File: src/rtl/demux_stream_if.sv
// Stream bundle for demux_stream: one upstream word port fanned out to N
// downstream channel ports, plus the dropped-word counter.
interface demux_stream_if #(
  parameter int WIDTH = 5,
  parameter int N     = 4,
  parameter int SW    = 2
);
  logic [WIDTH-1:0]   in_data;
  logic [SW-1:0]      in_sel;
  logic               in_bcast;
  logic               in_valid;
  logic               in_ready;
  logic [N*WIDTH-1:0] out_data;
  logic [N-1:0]       out_valid;
  logic [N-1:0]       out_ready;
  logic [7:0]         err_cnt;

  // master drives words in and consumes channels; slave is the demux itself
  modport master (
    output in_data, in_sel, in_bcast, in_valid, out_ready,
    input  in_ready, out_data, out_valid, err_cnt
  );

  modport slave (
    input  in_data, in_sel, in_bcast, in_valid, out_ready,
    output in_ready, out_data, out_valid, err_cnt
  );
endinterface

File: src/rtl/demux_stream.sv
// Routes each accepted word to one channel (or all channels on broadcast)
// through a one-entry holding register per channel; bad selects are counted.
module demux_stream #(
  parameter int WIDTH = 5,
  parameter int N     = 4,
  parameter int SW    = 2
) (
  input logic           clk,
  input logic           rst_n,
  demux_stream_if.slave bus
);
  localparam int          NSEL  = 1 << SW;
  localparam logic [SW:0] N_LIM = (SW + 1)'(N);

  if (SW < 1 || NSEL < N || N < 2 || N > 16) begin : g_bad_params
    $error("demux_stream: parameters need 2 <= N <= 16 and 2**SW >= N");
  end

  genvar gi;

  logic [N-1:0]    free;
  logic [NSEL-1:0] free_ext;
  logic            sel_ok;
  logic            rdy;
  logic            accept;
  logic [7:0]      err_reg;
  logic [7:0]      err_next;

  assign sel_ok = ({1'b0, bus.in_sel} < N_LIM);

  // Pad the free vector to the full select range so in_sel can index it directly
  for (gi = 0; gi < NSEL; gi++) begin : g_free_ext
    if (gi < N) begin : g_real
      assign free_ext[gi] = free[gi];
    end else begin : g_pad
      assign free_ext[gi] = 1'b0;
    end
  end

  always_comb begin
    rdy = 1'b0;
    if (!rst_n) begin
      rdy = 1'b0;
    end else if (bus.in_bcast) begin
      rdy = &free;
    end else if (!sel_ok) begin
      rdy = 1'b1;
    end else begin
      rdy = free_ext[bus.in_sel];
    end
  end

  assign accept       = bus.in_valid & rdy;
  assign bus.in_ready = rdy;

  for (gi = 0; gi < N; gi++) begin : g_chan
    localparam logic [SW-1:0] CH = SW'(gi);

    logic             valid_reg;
    logic             valid_next;
    logic [WIDTH-1:0] data_reg;
    logic [WIDTH-1:0] data_next;
    logic             load;

    assign free[gi] = ~valid_reg | bus.out_ready[gi];
    assign load     = accept & (bus.in_bcast | (sel_ok & (bus.in_sel == CH)));

    // A load wins over a drain in the same cycle, so a full pipe has no bubble
    always_comb begin
      valid_next = valid_reg & ~bus.out_ready[gi];
      data_next  = data_reg;
      if (load) begin
        valid_next = 1'b1;
        data_next  = bus.in_data;
      end
    end

    always_ff @(posedge clk) begin
      if (!rst_n) begin
        valid_reg <= 1'b0;
        data_reg  <= '0;
      end else begin
        valid_reg <= valid_next;
        data_reg  <= data_next;
      end
    end

    assign bus.out_valid[gi]                 = valid_reg;
    assign bus.out_data[gi*WIDTH +: WIDTH]   = data_reg;
  end

  always_comb begin
    err_next = err_reg;
    if (accept && !bus.in_bcast && !sel_ok && (err_reg != 8'hFF)) begin
      err_next = err_reg + 8'd1;
    end
  end

  always_ff @(posedge clk) begin
    if (!rst_n) begin
      err_reg <= 8'd0;
    end else begin
      err_reg <= err_next;
    end
  end

  assign bus.err_cnt = err_reg;
endmodule

File: src/flat_wrapper.sv
// flat-port wrapper written by rule: the top's interface ports become plain ports
module demux_stream_flat 
#(
  parameter int WIDTH = 5,
  parameter int N     = 4,
  parameter int SW    = 2
)
  (clk, rst_n, bus_in_data, bus_in_sel, bus_in_bcast, bus_in_valid, bus_out_ready, bus_in_ready, bus_out_data, bus_out_valid, bus_err_cnt);
  demux_stream_if #(.WIDTH(WIDTH), .N(N), .SW(SW)) bus_i ();
  input logic clk;
  input logic rst_n;
  input wire logic [$bits(bus_i.in_data)-1:0] bus_in_data;
  input wire logic [$bits(bus_i.in_sel)-1:0] bus_in_sel;
  input wire logic [$bits(bus_i.in_bcast)-1:0] bus_in_bcast;
  input wire logic [$bits(bus_i.in_valid)-1:0] bus_in_valid;
  input wire logic [$bits(bus_i.out_ready)-1:0] bus_out_ready;
  output wire logic [$bits(bus_i.in_ready)-1:0] bus_in_ready;
  output wire logic [$bits(bus_i.out_data)-1:0] bus_out_data;
  output wire logic [$bits(bus_i.out_valid)-1:0] bus_out_valid;
  output wire logic [$bits(bus_i.err_cnt)-1:0] bus_err_cnt;
  assign bus_i.in_data = bus_in_data;
  assign bus_i.in_sel = bus_in_sel;
  assign bus_i.in_bcast = bus_in_bcast;
  assign bus_i.in_valid = bus_in_valid;
  assign bus_i.out_ready = bus_out_ready;
  assign bus_in_ready = bus_i.in_ready;
  assign bus_out_data = bus_i.out_data;
  assign bus_out_valid = bus_i.out_valid;
  assign bus_err_cnt = bus_i.err_cnt;
  demux_stream #(.WIDTH(WIDTH), .N(N), .SW(SW)) u_core (.clk(clk), .rst_n(rst_n), .bus(bus_i));
endmodule
File: config.mk
export PLATFORM = sky130hd
export DESIGN_NAME = demux_stream_flat
export DESIGN_NICKNAME = d
export VERILOG_FILES = /design/src/rtl/demux_stream_if.sv /design/src/rtl/demux_stream.sv /design/src/flat_wrapper.sv
export SDC_FILE = /design/constraint.sdc
export NUM_CORES = 1
export LEC_CHECK = 0
export CAP_MARGIN = 40
export CORE_MARGIN = 5
export CORE_UTILIZATION = 41
export CTS_CLUSTER_SIZE = 24
export DETAILED_ROUTE_END_ITERATION = 10
export PLACE_DENSITY = 0.75
export SETUP_SLACK_MARGIN = 0.02
export SKIP_LAST_GASP = 1
export SYNTH_ARGS = -nofsm -noshare
export SYNTH_HDL_FRONTEND = slang
export SYNTH_SLANG_ARGS = --single-unit
File: constraint.sdc
create_clock -name clk -period 1.9 [get_ports clk]
set_input_delay 0.38 -clock clk [delete_from_list [all_inputs] [get_ports clk]]
set_output_delay 0.38 -clock clk [all_outputs]
set_load 0.005 [all_outputs]
Word-level counts from Yosys, hierarchy flattened:

Cells that the tools add are included.

* memories kept: 0
* memory bits (writable): 0
* memory bits (read-only): 0
* bits of input ports: 15
* flip-flop bits (word level): 24
* logic and storage cells: 47
* bits in latches: 0

* add/subtract/negate cells: 0
* order comparisons: 1
* equality and inequality tests: 3
* divide/modulo/power cells: 0
* shifts and indexed selects: 0
* reduce and logical (&&, ||, !) cells: 2
* bitwise logic cells: 25
* multipliers: 0
* muxes and demuxes: 8

Operators by type and width (number)
* $and 1x1->1: 9
* $not 1->1: 8
* $or 1x1->1: 8
* $mux 1: 7
* $eq 2x2->1 const B: 2
* $reduce_and 4->1: 1
* $lt 2x3->1 const B: 1
* $bmux 1 s2: 1
* $eq 2x1->1 const B: 1
* $logic_not 2->1: 1

Logic depth before layout (Yosys ltp):

* depth after elaboration: 9
* mapped depth: 5

Least setup slack after synthesis:

OpenSTA, ideal clock, no wires.

* path kind: input-to-reg
* from: in bus_out_ready[1]
* to: reg u_core.g_chan[3].data_reg[0]
* cell stages on the path: 5
* library setup time: 0.072 ns
* arrival: 1.553 ns
* slack: 0.276 ns
* path through: and2b_2 -> o21ai_2 -> o311ai_4 -> nor4b_4 -> mux2i_1

* word-level cells in the longest chain between the ends: 7
* elaborated cells on any way between the ends: 8
* those cells by class: mux: 4; bitwise: 3; reduce/logical: 1

Ends and longest elaborated chain
* start: declaration: line flat_wrapper.sv:16 `input wire logic [$bits(bus_i.out_ready)-1:0] bus_out_ready;`
* $or 1x1->1 *: line demux_stream.sv:65 `assign free[gi] = ~valid_reg | bus.out_ready[gi];`
* $bmux 1 s2: line demux_stream.sv:49 `rdy = free_ext[bus.in_sel];`
* $mux 1 (not written as such): line demux_stream.sv:49
* $mux 1 *: line demux_stream.sv:44 `end else if (bus.in_bcast) begin`
* $mux 1 *: line demux_stream.sv:42 `if (!rst_n) begin`
* $and 1x1->1 *: line demux_stream.sv:53 `assign accept = bus.in_valid & rdy;`
* $and 1x1->1 *: line demux_stream.sv:66 `assign load = accept & (bus.in_bcast | (sel_ok & (bus.in_sel == CH)));`
* end signal: assignment: line demux_stream.sv:84 `data_reg <= data_next;`
* end: declaration: line demux_stream.sv:61 `logic [WIDTH-1:0] data_reg;`

Every way passes the cells marked *; elsewhere a longest branch is shown, timed or not. The select of a mux whose other input is x is not followed.
A chain may end at the register's enable or synchronous reset.

Worst setup path after layout:

* from: in bus_out_ready[2]
* to: out bus_in_ready

* word-level cells in the longest chain between the ends: 5
* elaborated cells on any way between the ends: 6
* those cells by class: mux: 4; bitwise: 1; reduce/logical: 1

Ends and longest elaborated chain
* $or 1x1->1 *: line demux_stream.sv:65
* $bmux 1 s2: line demux_stream.sv:49
* $mux 1 (not written as such): line demux_stream.sv:49
* $mux 1 *: line demux_stream.sv:44
* $mux 1 *: line demux_stream.sv:42
* end: declaration: line flat_wrapper.sv:17 `output wire logic [$bits(bus_i.in_ready)-1:0] bus_in_ready;`

Marks and branches as above.

==> results.json <==
{
  "status": "finished clean",
  "cts.htree.levels": 1,
  "critPathArrivalTime_ns": 1.36,
  "numCtsBuffers": 3,
  "grt_pass1_vias": 888,
  "cts_tree": "built",
  "clock_sinks": 24,
  "root_buffer": "clkbuf_4",
  "fp-row-count": 19,
  "num_vias": 874,
  "worst_slack_ns": 0.158,
  "gp_congestion": 0.814,
  "design_area_um2": 1620,
  "clockBufferDepth": 2,
  "yosysSeqAreaShare_pct": 43.0,
  "track_usage_pct": 12.7,
  "fin_crit_ns": 1.74,
  "p_total_w": 0.00100,
  "dieArea_um2": 3870,
  "grt_overflow": 0,
  "drtIter0Drc": 38,
  "crit_path_start_kind": "input port",
  "finalHoldViolCount": 0,
  "tns_ns": 0,
  "crit_start": "bus_out_ready[2]",
  "drt-total-wl_um": 2510,
  "syn_to_final_growth_pct": 45.2,
  "first_pass_iters": 4,
  "filler_cell_count": 242,
  "finalCritPeriodShare_pct": 91.7,
  "synth_top_cell_area_share_pct": 43.0,
  "synth_edf_count": 0,
  "drive_gt1_share_pct": 17.5,
  "drcViolationCount": 0,
  "pre_cts_ws_ns": -0.432,
  "post_drt_wl_per_cell_um": 13.1,
  "maxCapViolCount": 0,
  "synthArstFlopShare_pct": 0,
  "clk_pin_slew_ns": 0.13,
  "largest_reg_flops": 20,
  "ant_nets": 0,
  "start_util_pct": 41.6,
  "crit_type": "in2out",
  "fmax_mhz": 574,
  "vias_per_cell": 4.58,
  "cp_max_fo": 2,
  "r2r-start": "u_core.g_chan[1].valid_reg",
  "clk_latency_ns": 0.30,
  "die_h_um": 62.2,
  "avgSynthCellArea_um2": 10.1,
  "netlist_area_um2": 1120,
  "multi_input_comb_area_um2": 556,
  "top_level_ports": 48,
  "syn_inst": 111,
  "endpoint_kind": "output port",
  "ys_warn_count": 0,
  "holdCritStartpoint": "u_core.g_chan[1].data_reg[3]",
  "yosys-top-cells-count": "nand2_1, dfxtp_1, mux2i_1",
  "final_max_slew_viol_count": 0,
  "fin_skew_ns": 0.00129,
  "irDropWorstVdd_mv": 0.564,
  "synth_top_cell_by_area": "dfxtp_1",
  "grt_antenna_before_repair": 0,
  "ys_ff_latch": 24,
  "synth_cell_types": 20,
  "min_path_cells": 2,
  "dieWidth_um": 62.2,
  "fin_nets": 176,
  "grt_pass1_wl_um": 4110,
  "netlist_top_cells_area": "dfxtp_1, mux2i_1, nand2_1",
  "detailed_place_hpwl_um": 1960,
  "powerDensity_nw_per_um2": 617,
  "core_um2": 2690,
  "setup_viol": 0,
  "holdWs_ns": 0.468,
  "portBuffers": 39,
  "rr_worst_depth": 7,
  "regArea_um2": 480,
  "cp.required_ns": 1.52,
  "power_leakage_nw": 0.642,
  "synth.most_common_cell": "nand2_1",
  "diodes": 0,
  "synthFlopType": "dfxtp_1",
  "placed_area_um2": 1570,
  "grt_max_degree": 30,
  "grt_setup_unrepaired": "no",
  "reg2reg_slack_ns": 0.28,
  "hold_path.class": "reg2reg"
}
area by class of cell:
class,count,share of cell area [%]
multi-input cells,78,34.2
repair buffers,53,31.4
flip-flops and latches,24,29.6
well taps,31,2.39
clock buffers,4,2.23
inverters,1,0.231
power breakdown:
| group | internal, W | leakage, nW | switching (W) |
|---|---|---|---|
| clock | 0.000117 | 0.0210 | 0.000145 |
| combinational | 0.000116 | 0.425 | 0.0000858 |
| sequential | 0.000526 | 0.195 | 0.0000116 |
final timing paths:
| check | to |
|---|---|
| worst max-delay path | bus_in_ready |
| worst max register to register | u_core.g_chan[3].data_reg[2] |
| worst min-delay path | u_core.g_chan[1].data_reg[3] |
| worst min register to register | u_core.g_chan[1].data_reg[3] |
critical path: stages:
cell,delay [ns]
clkdlybuf4s50_1,0.40
nor2b_1,0.17
o21ai_0,0.15
nand2_2,0.09
nor2_1,0.04
buf_2,0.13
per-stage QoR:
stage	cells	util, %
floorplan	118	-
global placement	186	58.5
detailed placement	186	58.5
CTS	190	59.6
global route	191	60.5
finish	191	60.5
cell usage in the layout (no fill, tap or decap):
cell type         n
clkdlybuf4s50_1  34
nand2_1          27
dfxtp_1          24
mux2i_1          20
buf_4            12
conb_1            8
nor2b_1           4
o21a_1            4
o21ai_0           3
nor3_4            3
clkbuf_4          3
nor2_1            2
dlygate4sd2_1     2
dlymetal6s2s_1    2
inv_1             1
a21oi_2           1
and2b_2           1
o21ai_4           1
o311ai_4          1
o21bai_1          1
nand2_2           1
nor4b_4           1
clkbuf_8          1
buf_2             1
buf_12            1
buf_6             1
logic make-up (layout without fill, tap and decap cells):
logic type / after synthesis / in the layout / share of synthesized area [%]
and+or+nand+nor: 39 / 39 / 19.8
DFF: 24 / 24 / 43.0
muxes: 20 / 20 / 17.9
buffers and inverters: 16 / 58 / 10.4
AOI/OAI and AO/OA: 11 / 11 / 8.61
other: 1 / 8 / 0.335
repair_timing:
item,4_1_cts,5_1_grt
pin swaps,3,1
resized for setup,6,4
endpoints found under the setup margin,6,7
buffers inserted,0,1
cloned,0,0
hold buffers,0,0
per-layer routing:
metal	global-route usage [%]	part of all wire (%)	vias to the layer above
li1	-	-	447
met3	4.68	6.9	2
met1	14.9	44	397
met5	0	0	-
met4	3.25	0.48	0
met2	21.5	48	28
Note: power is estimated with default switching activity, not from simulation.
